`config.mk`:
```
export PLATFORM = sky130hd
export DESIGN_NAME = text_pixel_serializer_flat
export DESIGN_NICKNAME = d
export VERILOG_FILES = /design/src/rtl/text_pixel_serializer_if.sv /design/src/rtl/text_pixel_serializer.sv /design/src/flat_wrapper.sv
export SDC_FILE = /design/constraint.sdc
export NUM_CORES = 1
export LEC_CHECK = 0
export BUFFER_PORTS_ARGS = -buffer_cell sky130_fd_sc_hd__clkbuf_2
export CAP_MARGIN = 20
export CORE_AREA = 2 2 55 57
export DETAILED_ROUTE_END_ITERATION = 8
export DIE_AREA = 0 0 57 59
export GPL_TIMING_DRIVEN = 0
export MAX_ROUTING_LAYER = met4
export SLEW_MARGIN = 10
export SYNTH_ARGS = -nofsm -noshare
export SYNTH_HDL_FRONTEND = slang
export SYNTH_SLANG_ARGS = --single-unit
```
`constraint.sdc`:
```
create_clock -name clk -period 4.73 [get_ports clk]
set_clock_uncertainty 0.15 [all_clocks]
set_input_delay 0.2365 -clock clk [delete_from_list [all_inputs] [get_ports clk]]
set_output_delay 0.2365 -clock clk [all_outputs]
set_load 0.01 [all_outputs]
```
`src/rtl/text_pixel_serializer_if.sv`:
```
// Pixel-path bundle between the text generator / font ROM and the serializer.
// Combinational wiring only, no latency of its own.
// No backpressure: one pixel per clock, always accepted.
//
// master: the upstream side (sync generator, text generator, font ROM) and the VGA sink.
// slave : the serializer, which consumes the pixel inputs and drives rgb and the syncs.
interface text_pixel_serializer_if;
  logic       video_on;     // visible-area flag, aligned with pixel_x
  logic       hsync_in;     // horizontal sync, aligned with pixel_x
  logic       vsync_in;     // vertical sync, active high, aligned with pixel_x
  logic [9:0] pixel_x;      // pixel column, same cycle the ROM address is issued
  logic       text_on;      // pixel lies inside a character cell
  logic [7:0] font_word;    // font row, valid ROM_LAT cycles after its address
  logic       blink_en;     // allow blinking of lit text pixels
  logic [2:0] rgb;          // pixel colour
  logic       hsync_out;    // hsync aligned with rgb
  logic       vsync_out;    // vsync aligned with rgb
  logic       blink_phase;  // 1 = text currently hidden when blinking

  modport master (
    output video_on, hsync_in, vsync_in, pixel_x, text_on, font_word, blink_en,
    input  rgb, hsync_out, vsync_out, blink_phase
  );

  modport slave (
    input  video_on, hsync_in, vsync_in, pixel_x, text_on, font_word, blink_en,
    output rgb, hsync_out, vsync_out, blink_phase
  );
endinterface

```
`src/rtl/text_pixel_serializer.sv`:
```
// Turns font-ROM rows into per-pixel RGB with fg/bg colours and a frame-counted blink.
// Latency ROM_LAT+1 clocks from pixel_x/video_on/syncs to rgb/hsync_out/vsync_out.
// No backpressure: one pixel per clock, no stalls.
//
// Ports: clk (pixel clock), reset (async, active high), px (slave side of
// text_pixel_serializer_if: pixel position/flags/syncs/font row in, rgb/syncs/blink_phase out).
module text_pixel_serializer #(
  parameter int         ROM_LAT      = 1,       // font ROM read latency, 1..4
  parameter logic [2:0] FG_RGB       = 3'b111,  // lit font pixel colour
  parameter logic [2:0] BG_RGB       = 3'b000,  // unlit pixel colour inside a text cell
  parameter int         BLINK_FRAMES = 30       // frames per blink half-period, 1..255
) (
  input  logic                   clk,
  input  logic                   reset,
  text_pixel_serializer_if.slave px
);

  // Per-pixel attributes that must travel alongside the ROM lookup.
  typedef struct packed {
    logic [2:0] col;
    logic       text_on;
    logic       video_on;
    logic       hsync;
    logic       vsync;
  } tap_t;

  localparam logic [7:0] LAST_FRAME = 8'(BLINK_FRAMES - 1);

  tap_t [ROM_LAT-1:0] pipe;
  tap_t               aligned;
  logic [2:0]         bit_idx;
  logic               pix;

  logic               vsync_q;
  logic               vsync_rise;
  logic [7:0]         frame_cnt;
  logic               blink_phase_q;

  logic [2:0]         rgb_q;
  logic               hsync_q;
  logic               vsync_d;

  // Only the column within the cell matters here; the upper bits address the ROM upstream.
  logic               unused_x;
  assign unused_x = ^px.pixel_x[9:3];

  // Last delay stage lines up with the font row returned for the same pixel.
  assign aligned = pipe[ROM_LAT-1];

  // Bit 7 is the leftmost column of the cell; 3-bit arithmetic cannot overflow.
  assign bit_idx = 3'd7 - aligned.col;
  assign pix     = px.font_word[bit_idx];

  assign vsync_rise = px.vsync_in & ~vsync_q;

  // Attribute delay line, depth ROM_LAT.
  always_ff @(posedge clk or posedge reset) begin
    if (reset) begin
      pipe <= '0;
    end else begin
      pipe[0] <= {px.pixel_x[2:0], px.text_on, px.video_on, px.hsync_in, px.vsync_in};
      for (int i = 1; i < ROM_LAT; i++) begin
        pipe[i] <= pipe[i-1];
      end
    end
  end

  // Colour select. blink_en is taken live (not delayed) and blink_phase is the value
  // before any toggle happening on this same edge.
  always_ff @(posedge clk or posedge reset) begin
    if (reset) begin
      rgb_q   <= 3'b000;
      hsync_q <= 1'b0;
      vsync_d <= 1'b0;
    end else begin
      if (!aligned.video_on || !aligned.text_on) begin
        rgb_q <= 3'b000;
      end else if (pix && !(px.blink_en && blink_phase_q)) begin
        rgb_q <= FG_RGB;
      end else begin
        rgb_q <= BG_RGB;
      end
      hsync_q <= aligned.hsync;
      vsync_d <= aligned.vsync;
    end
  end

  // Frame counter on undelayed vsync rising edges. The edge register clears on reset,
  // so vsync_in already high at release counts as one edge. Runs regardless of blink_en.
  always_ff @(posedge clk or posedge reset) begin
    if (reset) begin
      vsync_q       <= 1'b0;
      frame_cnt     <= 8'd0;
      blink_phase_q <= 1'b0;
    end else begin
      vsync_q <= px.vsync_in;
      if (vsync_rise) begin
        if (frame_cnt == LAST_FRAME) begin
          frame_cnt     <= 8'd0;
          blink_phase_q <= ~blink_phase_q;
        end else begin
          frame_cnt <= frame_cnt + 8'd1;
        end
      end
    end
  end

  assign px.rgb         = rgb_q;
  assign px.hsync_out   = hsync_q;
  assign px.vsync_out   = vsync_d;
  assign px.blink_phase = blink_phase_q;

endmodule

```
`src/flat_wrapper.sv`:
```
// flat-port wrapper written by rule: the top's interface ports become plain ports
module text_pixel_serializer_flat 
#(
  parameter int         ROM_LAT      = 1,                                     
  parameter logic [2:0] FG_RGB       = 3'b111,                          
  parameter logic [2:0] BG_RGB       = 3'b000,                                          
  parameter int         BLINK_FRAMES = 30                                              
)
  (clk, reset, px_video_on, px_hsync_in, px_vsync_in, px_pixel_x, px_text_on, px_font_word, px_blink_en, px_rgb, px_hsync_out, px_vsync_out, px_blink_phase);
  text_pixel_serializer_if px_i ();
  input  logic clk;
  input  logic reset;
  input wire logic [$bits(px_i.video_on)-1:0] px_video_on;
  input wire logic [$bits(px_i.hsync_in)-1:0] px_hsync_in;
  input wire logic [$bits(px_i.vsync_in)-1:0] px_vsync_in;
  input wire logic [$bits(px_i.pixel_x)-1:0] px_pixel_x;
  input wire logic [$bits(px_i.text_on)-1:0] px_text_on;
  input wire logic [$bits(px_i.font_word)-1:0] px_font_word;
  input wire logic [$bits(px_i.blink_en)-1:0] px_blink_en;
  output wire logic [$bits(px_i.rgb)-1:0] px_rgb;
  output wire logic [$bits(px_i.hsync_out)-1:0] px_hsync_out;
  output wire logic [$bits(px_i.vsync_out)-1:0] px_vsync_out;
  output wire logic [$bits(px_i.blink_phase)-1:0] px_blink_phase;
  assign px_i.video_on = px_video_on;
  assign px_i.hsync_in = px_hsync_in;
  assign px_i.vsync_in = px_vsync_in;
  assign px_i.pixel_x = px_pixel_x;
  assign px_i.text_on = px_text_on;
  assign px_i.font_word = px_font_word;
  assign px_i.blink_en = px_blink_en;
  assign px_rgb = px_i.rgb;
  assign px_hsync_out = px_i.hsync_out;
  assign px_vsync_out = px_i.vsync_out;
  assign px_blink_phase = px_i.blink_phase;
  text_pixel_serializer #(.ROM_LAT(ROM_LAT), .FG_RGB(FG_RGB), .BG_RGB(BG_RGB), .BLINK_FRAMES(BLINK_FRAMES)) u_core (.clk(clk), .reset(reset), .px(px_i));
endmodule
```
Yosys cells after proc, flatten, opt, wreduce, memory -nomap -nowiden. Cells that the tools add are included.

Word-level logic and storage cells: 29. Register bits after elaboration: 21.

Order comparisons: 1. Reduce and logical (&&, ||, !) cells: 7. Muxes and demuxes: 5. Add/subtract/negate cells: 2. Eq/ne operators: 1. Bitwise logic cells: 3.

Operator list (number): $add A8 B1 Y8 const B (1); $eq A8 B5 Y1 const B (1); $mux W8 (1); $mux W3 (2); $lt A3 B4 Y1 const B (1); $bmux W1 S3 (1); $logic_not A1 Y1 (3); $sub A3 B3 Y3 const A (1); $logic_and A1 B1 Y1 (2); $not A1 Y1 (2); $reduce_and A2 Y1 (1); $and A1 B1 Y1 (1); $logic_or A1 B1 Y1 (1); $mux W1 (1).

Logic depth before layout (Yosys ltp).
Depth after elaboration: 6. Depth in mapped cells: 6. Gate-level depth less buffers: 5.

Worst setup path after synthesis. Ideal clock, no wire load.

Path kind: reg-to-reg. From: register u_core.frame_cnt[1]. To: register u_core.frame_cnt[0]. Setup slack: 3.053 ns. Buffers on the path: 1. Cell stages (with the launch flop): 7. Arrival: 1.395 ns. Period minus slack after synthesis: 1.677 ns. Cell sequence: dfrtp_1 -> inv_1 -> ha_1 -> or4b_1 -> buf_2 -> nor3_1 -> o21ai_0.

Word-level cells in the longest chain between the ends: 2.

RTL lines: start, declared (RTL line text_pixel_serializer.sv:36) `logic [7:0] frame_cnt;`; start signal, assigned (RTL line text_pixel_serializer.sv:102) `frame_cnt <= frame_cnt + 8'd1;`; $eq A8 B5 Y1 (RTL line text_pixel_serializer.sv:98) `if (frame_cnt == LAST_FRAME) begin`; $mux W8 (RTL line text_pixel_serializer.sv:98).

Every way passes these cells. A chain may end at the register's enable or synchronous reset.

Worst setup path after layout. Same ends and word-level chain as after synthesis.

==> impl_metrics.csv <==
group,metric,value,unit
setup_path,worstPathMaxFanout,6,
sta,setup_viol_count_final,0,
cts,cts.sinks,19,
min_path,hp-class,"reg -> reg",
yosys,ys_ff_latch,19,
floorplan,core,2710,sq um
flow_run,maxCapViolCount,0,
setup_path,cp_data_arrival_time,1.85,ns
placement,globalplace.congestion,0.736,
power_and_ir_drop,power_density,381,nW/um^2
setup_path,crit_required,4.74,ns
setup_path,critPathLaunchType,"flip-flop",
global_route,grt_max_degree,20,
sta,fin_setup_tns,0,ns
yosys,synthTopCellsByArea,"dfrtp_1 58%, mux4_2 5.5%, nand2_1 3.2%",
min_path,whs_endpoint,"u_core.px.hsync_out$_DFF_PP0_",
floorplan,num_rows,19,
cts,htreeDepth,1,
finish,area_delta_synth_final,33.1,%
floorplan,dieArea,3360,sq um
finish,fillCellCount,265,
yosys,synth_warnings,0,
finish,final_core_util,40.1,%
yosys,yosysMostFrequentCell,"dfrtp_1",
drt,num_vias,620,
yosys,syn-instance-count,67,
sta,rsz0062_at_grt,"false",
yosys,postSynth.asyncResetShare,100,%
drt,avgRoutedWirePerCell,11.1,um
global_route,grt_pass1_vias,599,
cts,cts_buffers,3,
floorplan,ioPinCount,31,
setup_path,r2r_end,"u_core.frame_cnt[0]$_DFFE_PP0P_",
placement,port_buffers,23,
placement,post-dp-hpwl,1090,um
finish,fin_nets,131,
drt,final_antenna_net_count,0,
setup_path,r2r-start,"u_core.frame_cnt[1]$_DFFE_PP0P_",
cts,clk_path_buf_depth,2,
status,status,"complete, no violations",
yosys,synth_edf_count,0,
cts,clk_pin_slew,0.10,ns
setup_path,cp_cell_sequence,"inv_1 -> ha_1 -> or4b_1 -> buf_2 -> nor3_1 -> o21ai_0",
finish,drive_gt1_share,32.0,%
sta,slew_violations,0,
yosys,synth_top_flop_cell,"dfrtp_1",
drt,drc_errors,0,
setup_path,rr_worst_depth,6,
yosys,netlist_area,817,sq um
setup_path,worst_setup_path_end_kind,"flip-flop",
yosys,yosys.area.top_type_share,58.2,%
finish,diodes,0,
drt,drtIter0Drc,14,
cts,worstSkewPairLatency,0.28,ns
yosys,syn_area_per_cell,12.2,sq um
yosys,synth.distinct_cells,28,
global_route,gr-total-overflow,0,
drt,via_per_inst,4.63,
floorplan,die_x,57,um
yosys,synth_common_cells,"19 x dfrtp_1, 7 x nand2_1, 4 x inv_1",
sta,hold_viol_final,0,
yosys,synth_seq_area_share,58.2,%
sta,period_share,38.9,%
setup_path,crit_slowest_cell,"dfrtp_1",
setup_path,worstSetupPathType,"reg -> reg",
drt,wirelength,1480,um
yosys,synth_area_leader_cell,"dfrtp_1",
cts,root_buffer,"clkbuf_4",
drt,first_pass_iters,4,
setup_path,worst_path_largest_cell_delay,0.43,ns
sta,period_needed,1.84,ns
global_route,grt_util_all_layers,9.70,%
min_path,hold_start,"u_core.aligned[1]$_DFF_PP0_",
global_route,grt_pass1_wl,2520,um
floorplan,start_util,30.1,%
sta,relSlewSlack,54.3,%
sta,worstMarginPinSlew,0.685,ns
global_route,antenna_found_initial,0,
min_path,worstHoldPathCells,0,
power_and_ir_drop,vdd_drop_max,0.000228,V
yosys,synth_fp_nets,94,
cts,cts_tree,"done",
sta,max_freq,0.544,GHz
floorplan,die_h,59,um
power_and_ir_drop,p_leak,0.534,nW
setup_path,r2r_setup_slack,2.89,ns
## placed cells by master (no fill, tap or decap), drive strengths merged
| cell | Yosys | final |
|---|---|---|
| nand2 | 7 | 7 |
| a21oi | 1 | 1 |
| clkbuf | 0 | 27 |
| buf | 3 | 3 |
| inv | 4 | 4 |
| nand3b | 1 | 1 |
| ha | 2 | 2 |
| nand4 | 2 | 2 |
| nand3 | 1 | 1 |
| or4b | 1 | 1 |
| or2 | 1 | 1 |
| o41ai | 1 | 1 |
| o31ai | 2 | 2 |
| xor2 | 3 | 3 |
| nor3 | 3 | 3 |
| o21bai | 2 | 2 |
| dfrtp | 19 | 19 |
| dlygate4sd3 | 0 | 9 |
| a211oi | 1 | 1 |
| nor2 | 1 | 1 |
| a31oi | 3 | 3 |
| nand2b | 1 | 1 |
| mux4 | 2 | 2 |
| o211ai | 1 | 1 |
| or3 | 1 | 1 |
| o21ai | 2 | 2 |
| mux2i | 1 | 1 |
| and3b | 1 | 1 |
## worst max-delay path: cells and delay by family, from the launching register on
kind	cells	cell delay, ns
adders and majority gates	1	0.12
buffers and inverters	2	0.24
and+or+nand+nor	2	0.64
DFF	1	0.43
AOI/OAI and AO/OA	1	0.14
## state kept, by name (all words and copies together), names as in the netlist
name,count
u_core.px.rgb,1
u_core.px.hsync_out,1
u_core.px.blink_phase,1
u_core.frame_cnt,8
u_core.px.vsync_out,1
u_core.aligned,7
## routing by layer
| layer | global-route usage, % | part of all wire, % | vias to the layer above |
|---|---|---|---|
| met2 | 15.3 | 44 | 29 |
| met5 | - | 0 | - |
| met3 | 2.40 | 8.2 | 2 |
| met4 | 2.99 | 0.47 | 0 |
| li1 | - | - | 312 |
| met1 | 12.4 | 47 | 277 |
## area by class of cell
type                       instances  area [sq um]  share of cell area (%)
sequential                        19           475                    43.7
multi-input combinational         41           307                    28.2
inverter                           4          15.0                    1.38
timing repair buffer              32           205                    18.9
tap                               31          38.8                    3.57
clock buffer                       4          26.3                    2.42
buffer                             3          20.0                    1.84
## where the power goes
part	internal [W]	leakage, nW	switching [W]
combinational	0.0000544	0.289	0.0000619
clock	0.0000327	0.0150	0.0000440
sequential	0.000190	0.230	0.0000303
total	0.000278	0.534	0.000136
## how the worst max path moves through the flow
stage	start	endpoint	slack, ns	depth (start not counted)
CTS	u_core.frame_cnt[1]$_DFFE_PP0P_	u_core.frame_cnt[0]$_DFFE_PP0P_	2.88	6
global route	u_core.frame_cnt[1]$_DFFE_PP0P_	u_core.frame_cnt[0]$_DFFE_PP0P_	2.76	6
floorplan	u_core.frame_cnt[1]$_DFFE_PP0P_	u_core.frame_cnt[0]$_DFFE_PP0P_	3.05	6
global placement	u_core.frame_cnt[1]$_DFFE_PP0P_	u_core.frame_cnt[0]$_DFFE_PP0P_	2.92	6
finish	u_core.frame_cnt[1]$_DFFE_PP0P_	u_core.frame_cnt[0]$_DFFE_PP0P_	2.89	6
detailed placement	u_core.frame_cnt[1]$_DFFE_PP0P_	u_core.frame_cnt[0]$_DFFE_PP0P_	2.90	6
## what timing repair did
| action | in CTS | in global routing |
|---|---|---|
| hold endpoints to repair | 27 | 0 |
| buffers inserted | 0 | 0 |
| hold buffers | 9 | 0 |
| resized for setup | 0 | 0 |
## logic make-up after synthesis
logic type,after synthesis,synth area share (%)
compound gates,13,10.7
xor+xnor,3,3.22
fa+ha+maj,2,3.06
buf+inv,7,4.29
flops,19,58.2
mux,3,6.74
simple gates,20,13.8
## stage by stage
stage	setup slack, ns	hold WS, ns	std cells	instance area [sq um]	power [W]
after floorplan	3.05	0.0376	67	817	0.000299
after global placement	2.92	0.184	121	971	0.000331
after detailed placement	2.90	0.186	121	971	0.000335
after CTS	2.88	0.210	134	1090	0.000418
after global routing	2.76	0.233	134	1090	0.000445
final	2.89	0.206	134	1090	0.000414
(Power assumes the default switching activity.)
